File: src/rtl/pipe_pkg.sv
// Shared pipeline-control definitions: FSM state encoding and the default
// memory-wait timeout used by pipe_ctrl.
package pipe_pkg;

  typedef enum logic [1:0] {
    RUN      = 2'd0,
    LSTALL   = 2'd1,
    MEM_WAIT = 2'd2
  } pipe_state_e;

  localparam int MEM_TIMEOUT_DEF = 16;
  localparam int WAIT_W          = 8;

endpackage

File: src/rtl/pipe_ctrl_hazard_detect.sv
// Load-use hazard compare: a load in EX whose destination feeds either
// source of the instruction in ID. x0 never creates a hazard.
module hazard_detect (
  input  logic       ex_memread_i,
  input  logic [4:0] ex_rd_i,
  input  logic [4:0] id_rs1_i,
  input  logic [4:0] id_rs2_i,
  output logic       hazard_o
);

  assign hazard_o = ex_memread_i && (ex_rd_i != 5'd0) &&
                    ((ex_rd_i == id_rs1_i) || (ex_rd_i == id_rs2_i));

endmodule

File: src/rtl/pipe_ctrl.sv
// Pipeline stall/flush controller (RUN / LSTALL / MEM_WAIT) with memory timeout.
// Define PIPE_CTRL_PERF_EN to build the stall_cycles / flush_count counters.
module pipe_ctrl
  import pipe_pkg::*;
#(
  parameter int MEM_TIMEOUT = MEM_TIMEOUT_DEF
) (
  input  logic        clock,
  input  logic        reset,
  input  logic [4:0]  id_rs1,
  input  logic [4:0]  id_rs2,
  input  logic [4:0]  ex_rd,
  input  logic        ex_memread,
  input  logic        branchtaken,
  input  logic        dmem_req,
  input  logic        dmem_ready,
  output logic        pc_en,
  output logic        ifid_en,
  output logic        idex_en,
  output logic        exmem_en,
  output logic        ifid_flush,
  output logic        idex_flush,
  output logic        memwb_bubble,
  output logic        mem_err,
  output logic [31:0] stall_cycles,
  output logic [15:0] flush_count
);

  localparam logic [WAIT_W-1:0] WAIT_LAST = WAIT_W'(MEM_TIMEOUT - 1);

  pipe_state_e       state_q, state_d;
  logic [WAIT_W-1:0] wait_q, wait_d;
  logic              mem_err_q, mem_err_d;
  logic              hazard, mem_stall;

  hazard_detect u_hazard (
    .ex_memread_i (ex_memread),
    .ex_rd_i      (ex_rd),
    .id_rs1_i     (id_rs1),
    .id_rs2_i     (id_rs2),
    .hazard_o     (hazard)
  );

  assign mem_stall = dmem_req && !dmem_ready;
  assign mem_err   = mem_err_q;

  always_comb begin
    pc_en        = 1'b1;
    ifid_en      = 1'b1;
    idex_en      = 1'b1;
    exmem_en     = 1'b1;
    ifid_flush   = 1'b0;
    idex_flush   = 1'b0;
    memwb_bubble = 1'b0;
    state_d      = state_q;
    wait_d       = wait_q;
    mem_err_d    = mem_err_q;
    if (reset) begin
      pc_en        = 1'b0;
      ifid_en      = 1'b0;
      idex_en      = 1'b0;
      exmem_en     = 1'b0;
      ifid_flush   = 1'b1;
      idex_flush   = 1'b1;
      memwb_bubble = 1'b1;
      state_d      = RUN;
    end else begin
      case (state_q)
        MEM_WAIT: begin
          if (dmem_ready) begin
            state_d = RUN;
          end else if (wait_q == WAIT_LAST) begin
            // Give up: squash the access and let the pipe move on.
            memwb_bubble = 1'b1;
            mem_err_d    = 1'b1;
            state_d      = RUN;
          end else begin
            pc_en        = 1'b0;
            ifid_en      = 1'b0;
            idex_en      = 1'b0;
            exmem_en     = 1'b0;
            memwb_bubble = 1'b1;
            wait_d       = wait_q + 1'b1;
          end
        end
        default: begin
          // RUN and LSTALL share rules, except LSTALL ignores load-use.
          if (mem_stall) begin
            pc_en        = 1'b0;
            ifid_en      = 1'b0;
            idex_en      = 1'b0;
            exmem_en     = 1'b0;
            memwb_bubble = 1'b1;
            wait_d       = '0;
            state_d      = MEM_WAIT;
          end else if (branchtaken) begin
            ifid_flush = 1'b1;
            idex_flush = 1'b1;
            state_d    = RUN;
          end else if (state_q == RUN && hazard) begin
            pc_en      = 1'b0;
            ifid_en    = 1'b0;
            idex_flush = 1'b1;
            state_d    = LSTALL;
          end else begin
            state_d = RUN;
          end
        end
      endcase
    end
  end

  always_ff @(posedge clock or posedge reset) begin
    if (reset) begin
      state_q   <= RUN;
      wait_q    <= '0;
      mem_err_q <= 1'b0;
    end else begin
      state_q   <= state_d;
      wait_q    <= wait_d;
      mem_err_q <= mem_err_d;
    end
  end

`ifdef PIPE_CTRL_PERF_EN
  logic [31:0] stall_q;
  logic [15:0] flush_q;
  logic        flush_inc;

  assign flush_inc = (state_q != MEM_WAIT) && !mem_stall && branchtaken;

  always_ff @(posedge clock or posedge reset) begin
    if (reset) begin
      stall_q <= '0;
      flush_q <= '0;
    end else begin
      if (!pc_en && stall_q != '1) stall_q <= stall_q + 1'b1;
      if (flush_inc && flush_q != '1) flush_q <= flush_q + 1'b1;
    end
  end

  assign stall_cycles = stall_q;
  assign flush_count  = flush_q;
`else
  assign stall_cycles = '0;
  assign flush_count  = '0;
`endif

endmodule

File: config.mk
export PLATFORM = sky130hd
export DESIGN_NAME = pipe_ctrl
export DESIGN_NICKNAME = d
export VERILOG_FILES = /design/src/rtl/pipe_pkg.sv /design/src/rtl/pipe_ctrl_hazard_detect.sv /design/src/rtl/pipe_ctrl.sv
export SDC_FILE = /design/constraint.sdc
export NUM_CORES = 1
export LEC_CHECK = 0
export BUFFER_PORTS_ARGS = -buffer_cell sky130_fd_sc_hd__buf_4
export CORE_UTILIZATION = 38
export CTS_CLUSTER_DIAMETER = 80
export DETAILED_ROUTE_END_ITERATION = 8
export GPL_TIMING_DRIVEN = 0
export PLACE_DENSITY_LB_ADDON = 0.15
export SLEW_MARGIN = 5
export SYNTH_ARGS = -nofsm -noshare
export SYNTH_HDL_FRONTEND = slang
export SYNTH_HIERARCHICAL = 1
export SYNTH_SLANG_ARGS = --single-unit
File: constraint.sdc
create_clock -name clock -period 2.5 [get_ports clock]
set_input_delay 0.75 -clock clock [delete_from_list [all_inputs] [get_ports clock]]
set_output_delay 0.75 -clock clock [all_outputs]
set_load 0.1 [all_outputs]
==> impl_metrics.py <==
metrics = {
    "status": {
        "status": "finished, violations left",
        "failed_checks": "DRC, setup timing",
    },
    "drt": {
        "remaining_drc_errors": 8,
        "drt_iter0_drc": 36,
        "ant_nets": 0,
        "drt_pass1_iterations": 8,
        "totalWireLength_um": 2760,
        "vias": 1111,
        "drt-wirelength-per-cell_um": 10.3,
        "via_per_inst": 4.15,
    },
    "worst_hold_path": {
        "hold_depth": 1,
        "min_path_type": "reg -> reg",
    },
    "finish": {
        "fill_cells": 216,
        "finalNonFillerCells": 268,
        "final_cell_mix": "89 x buf_4, 48 x conb_1, 10 x dfrtp_1",
        "antenna_cells": 0,
        "design_area_um2": 1910,
        "nets": 260,
        "multiInputGateArea_um2": 731,
        "final_common_cell": "buf_4",
        "area_delta_synth_final_pct": 65.0,
        "drive_above_1_share": 0.498,
        "seqCellArea_um2": 277,
    },
    "sta": {
        "setup_violations": 3,
        "fmax_mhz": 335,
        "finalCritPeriodShare": 1.19,
        "hold_viol_final": 0,
        "drv_slew": 0,
        "rsz0062_at_grt": "true",
        "skew_ns": 0.00205,
        "setup_ws_ns": -0.483,
        "min_period_ns": 2.98,
        "setup_tns_ns": -1.27,
    },
    "setup_path": {
        "crit_arrival_ns": 2.23,
        "cp_common_cell": "buf_12",
        "rr_worst_depth": 7,
        "crit_type": "in -> out",
        "crit_cells": 9,
        "cp_top_family": "simple AND/OR/NAND/NOR gates",
        "critPathBufInv": 3,
        "crit_required_ns": 1.75,
        "reg2reg_to": "wait_q[6]",
        "cpPeakStageDelay_ns": 0.52,
        "start_kind": "input port",
        "end_kind": "output port",
        "crit_fanout": 2,
        "regToRegSetupSlack_ns": 0.76,
        "rr_startpoint": "state_q[0]",
        "startpoint": "ex_rd[1]",
        "critPathSlowestCell": "or4_4",
        "crit_end": "pc_en",
        "worstPathCellList": "buf_8 -> or4_4 -> o21ai_2 -> a21oi_2 -> nand2_1 -> nor2_2 -> nor3_4 -> buf_12 -> buf_12",
    },
    "clocking": {
        "cts_tree": "yes",
        "htree_num_levels": 1,
        "cts_made_buffers": 3,
        "clock_latency_ns": 0.27,
        "cts_root_buffer": "clkbuf_4",
        "clock_path_buffers": 2,
        "clkSlewWorstSetupHoldPaths_ns": 0.08,
        "clock-sinks": 11,
    },
    "flow_run": {
        "maxCapViolations": 0,
    },
    "floorplan": {
        "core-area_um2": 2830,
        "die_h_um": 57.2,
        "die_area_um2": 3270,
        "pin_count": 77,
        "die_w_um": 57.2,
        "rows": 19,
        "start_util": 0.410,
    },
    "power": {
        "p_seq_frac": 0.214,
        "ir_drop_v": 0.000289,
        "power_frac_comb": 0.649,
        "p_clk_frac": 0.138,
        "swShare": 0.567,
        "internal-power_uw": 396,
        "leakage_uw": 0.00100,
        "p_total_uw": 914,
        "switchingPower_uw": 518,
        "powerDensity_nw_per_um2": 478,
    },
    "placement": {
        "gp_congestion": 0.848,
        "dp_hpwl_um": 1990,
        "portBuffers": 28,
        "pre_cts_slack_ns": -0.591,
        "dp.cells": 246,
        "postPlaceCellArea_um2": 1650,
    },
    "grt": {
        "grt_usage": 0.163,
        "grt_start_max_net_pins": 15,
        "grt_pass1_wl_um": 4290,
        "grt_pass1_vias": 1038,
        "antenna_found_initial": 0,
        "overflow": 0,
    },
    "synth": {
        "ys_seq_elements": 11,
        "synth_area_leaders": "buf_4 33%, dfrtp_1 24%, xor2_1 4.5%",
        "yosysTopAreaCell": "buf_4",
        "yosys.area.top_type_share": 0.330,
        "netlist_area_um2": 1160,
        "syn-instance-count": 140,
        "avgSynthCellArea_um2": 8.28,
        "ys_types": 30,
        "ys_warn_count": 6,
        "seq_area_frac_synth": 0.238,
    },
}
what timing repair did:
item,4_1_cts,5_1_grt
pin swaps,8,6
hold buffers,0,0
buffers inserted,8,12
setup endpoints to repair,6,6
gates resized for setup,18,9
area by class of cell:
cell class	count	area share
plain buffers	50	0.203
inverters	4	0.00982
repair buffers	48	0.226
well taps	31	0.0203
clock buffers	4	0.0137
multi-input cells	120	0.382
flip-flops and latches	11	0.145
Yosys cell counts:
master,number
a41oi_1,1
nor3_1,6
or4_1,1
o21ai_1,1
a31oi_1,3
a21oi_4,1
nand2_1,9
o21bai_1,1
o21ai_0,5
nor2b_1,1
a311oi_1,2
inv_1,4
nor4_4,1
conb_1,1
mux2i_1,3
or4b_4,1
nor4_1,1
a31oi_2,1
dfrtp_1,11
xor2_1,6
nand2b_1,2
nor2_1,6
o22ai_1,1
xnor2_1,5
and3_1,1
ha_1,1
a21oi_1,4
buf_2,1
buf_4,51
nand3_1,8
worst min-delay path by stage:
| stage | from | end | slack [ns] |
|---|---|---|---|
| 5_1_grt | mem_err | mem_err | 0.55 |
| 6_report | mem_err | mem_err | 0.50 |
| 3_3_place_gp | mem_err | mem_err | 0.47 |
| 4_1_cts | mem_err | mem_err | 0.50 |
| 2_1_floorplan | wait_q[0] | wait_q[0] | 0.48 |
| 3_5_place_dp | mem_err | mem_err | 0.49 |
state kept, by name (all words and copies together) (netlist names):
signal,flops
mem_err,1
state_q,2
wait_q,8
cells by family after synthesis:
group                    share of synthesized area
flip-flops                                   0.238
AND/OR/NAND/NOR                              0.173
adder cells (fa/ha/maj)                     0.0108
XOR/XNOR                                    0.0832
multiplexers                                0.0259
AO/OA/AOI/OAI                                0.119
other                                      0.00324
buffers and inverters                        0.348
layer usage:
metal | share of wire | GRT usage
met5 | 0 | 0
met4 | 0.014 | 0.0453
met3 | 0.068 | 0.0181
met2 | 0.53 | 0.331
met1 | 0.39 | 0.174
power by group through the flow:
stage                     clock (µW)  combinational, µW  sequential, µW
after detailed placement           0                545             198
after global routing             137                613             195
final                            126                593             195
after CTS                        126                567             193
after global placement             0                542             197
after floorplan                    0                491             196
stage by stage:
| step | utilization | hold slack, ns |
|---|---|---|
| 6_report | 0.676 | 0.496 |
| 2_1_floorplan | - | 0.479 |
| 3_5_place_dp | 0.584 | 0.487 |
| 5_1_grt | 0.676 | 0.549 |
| 3_3_place_gp | 0.584 | 0.468 |
| 4_1_cts | 0.632 | 0.504 |
No activity file was read; power rests on OpenSTA's default activity.
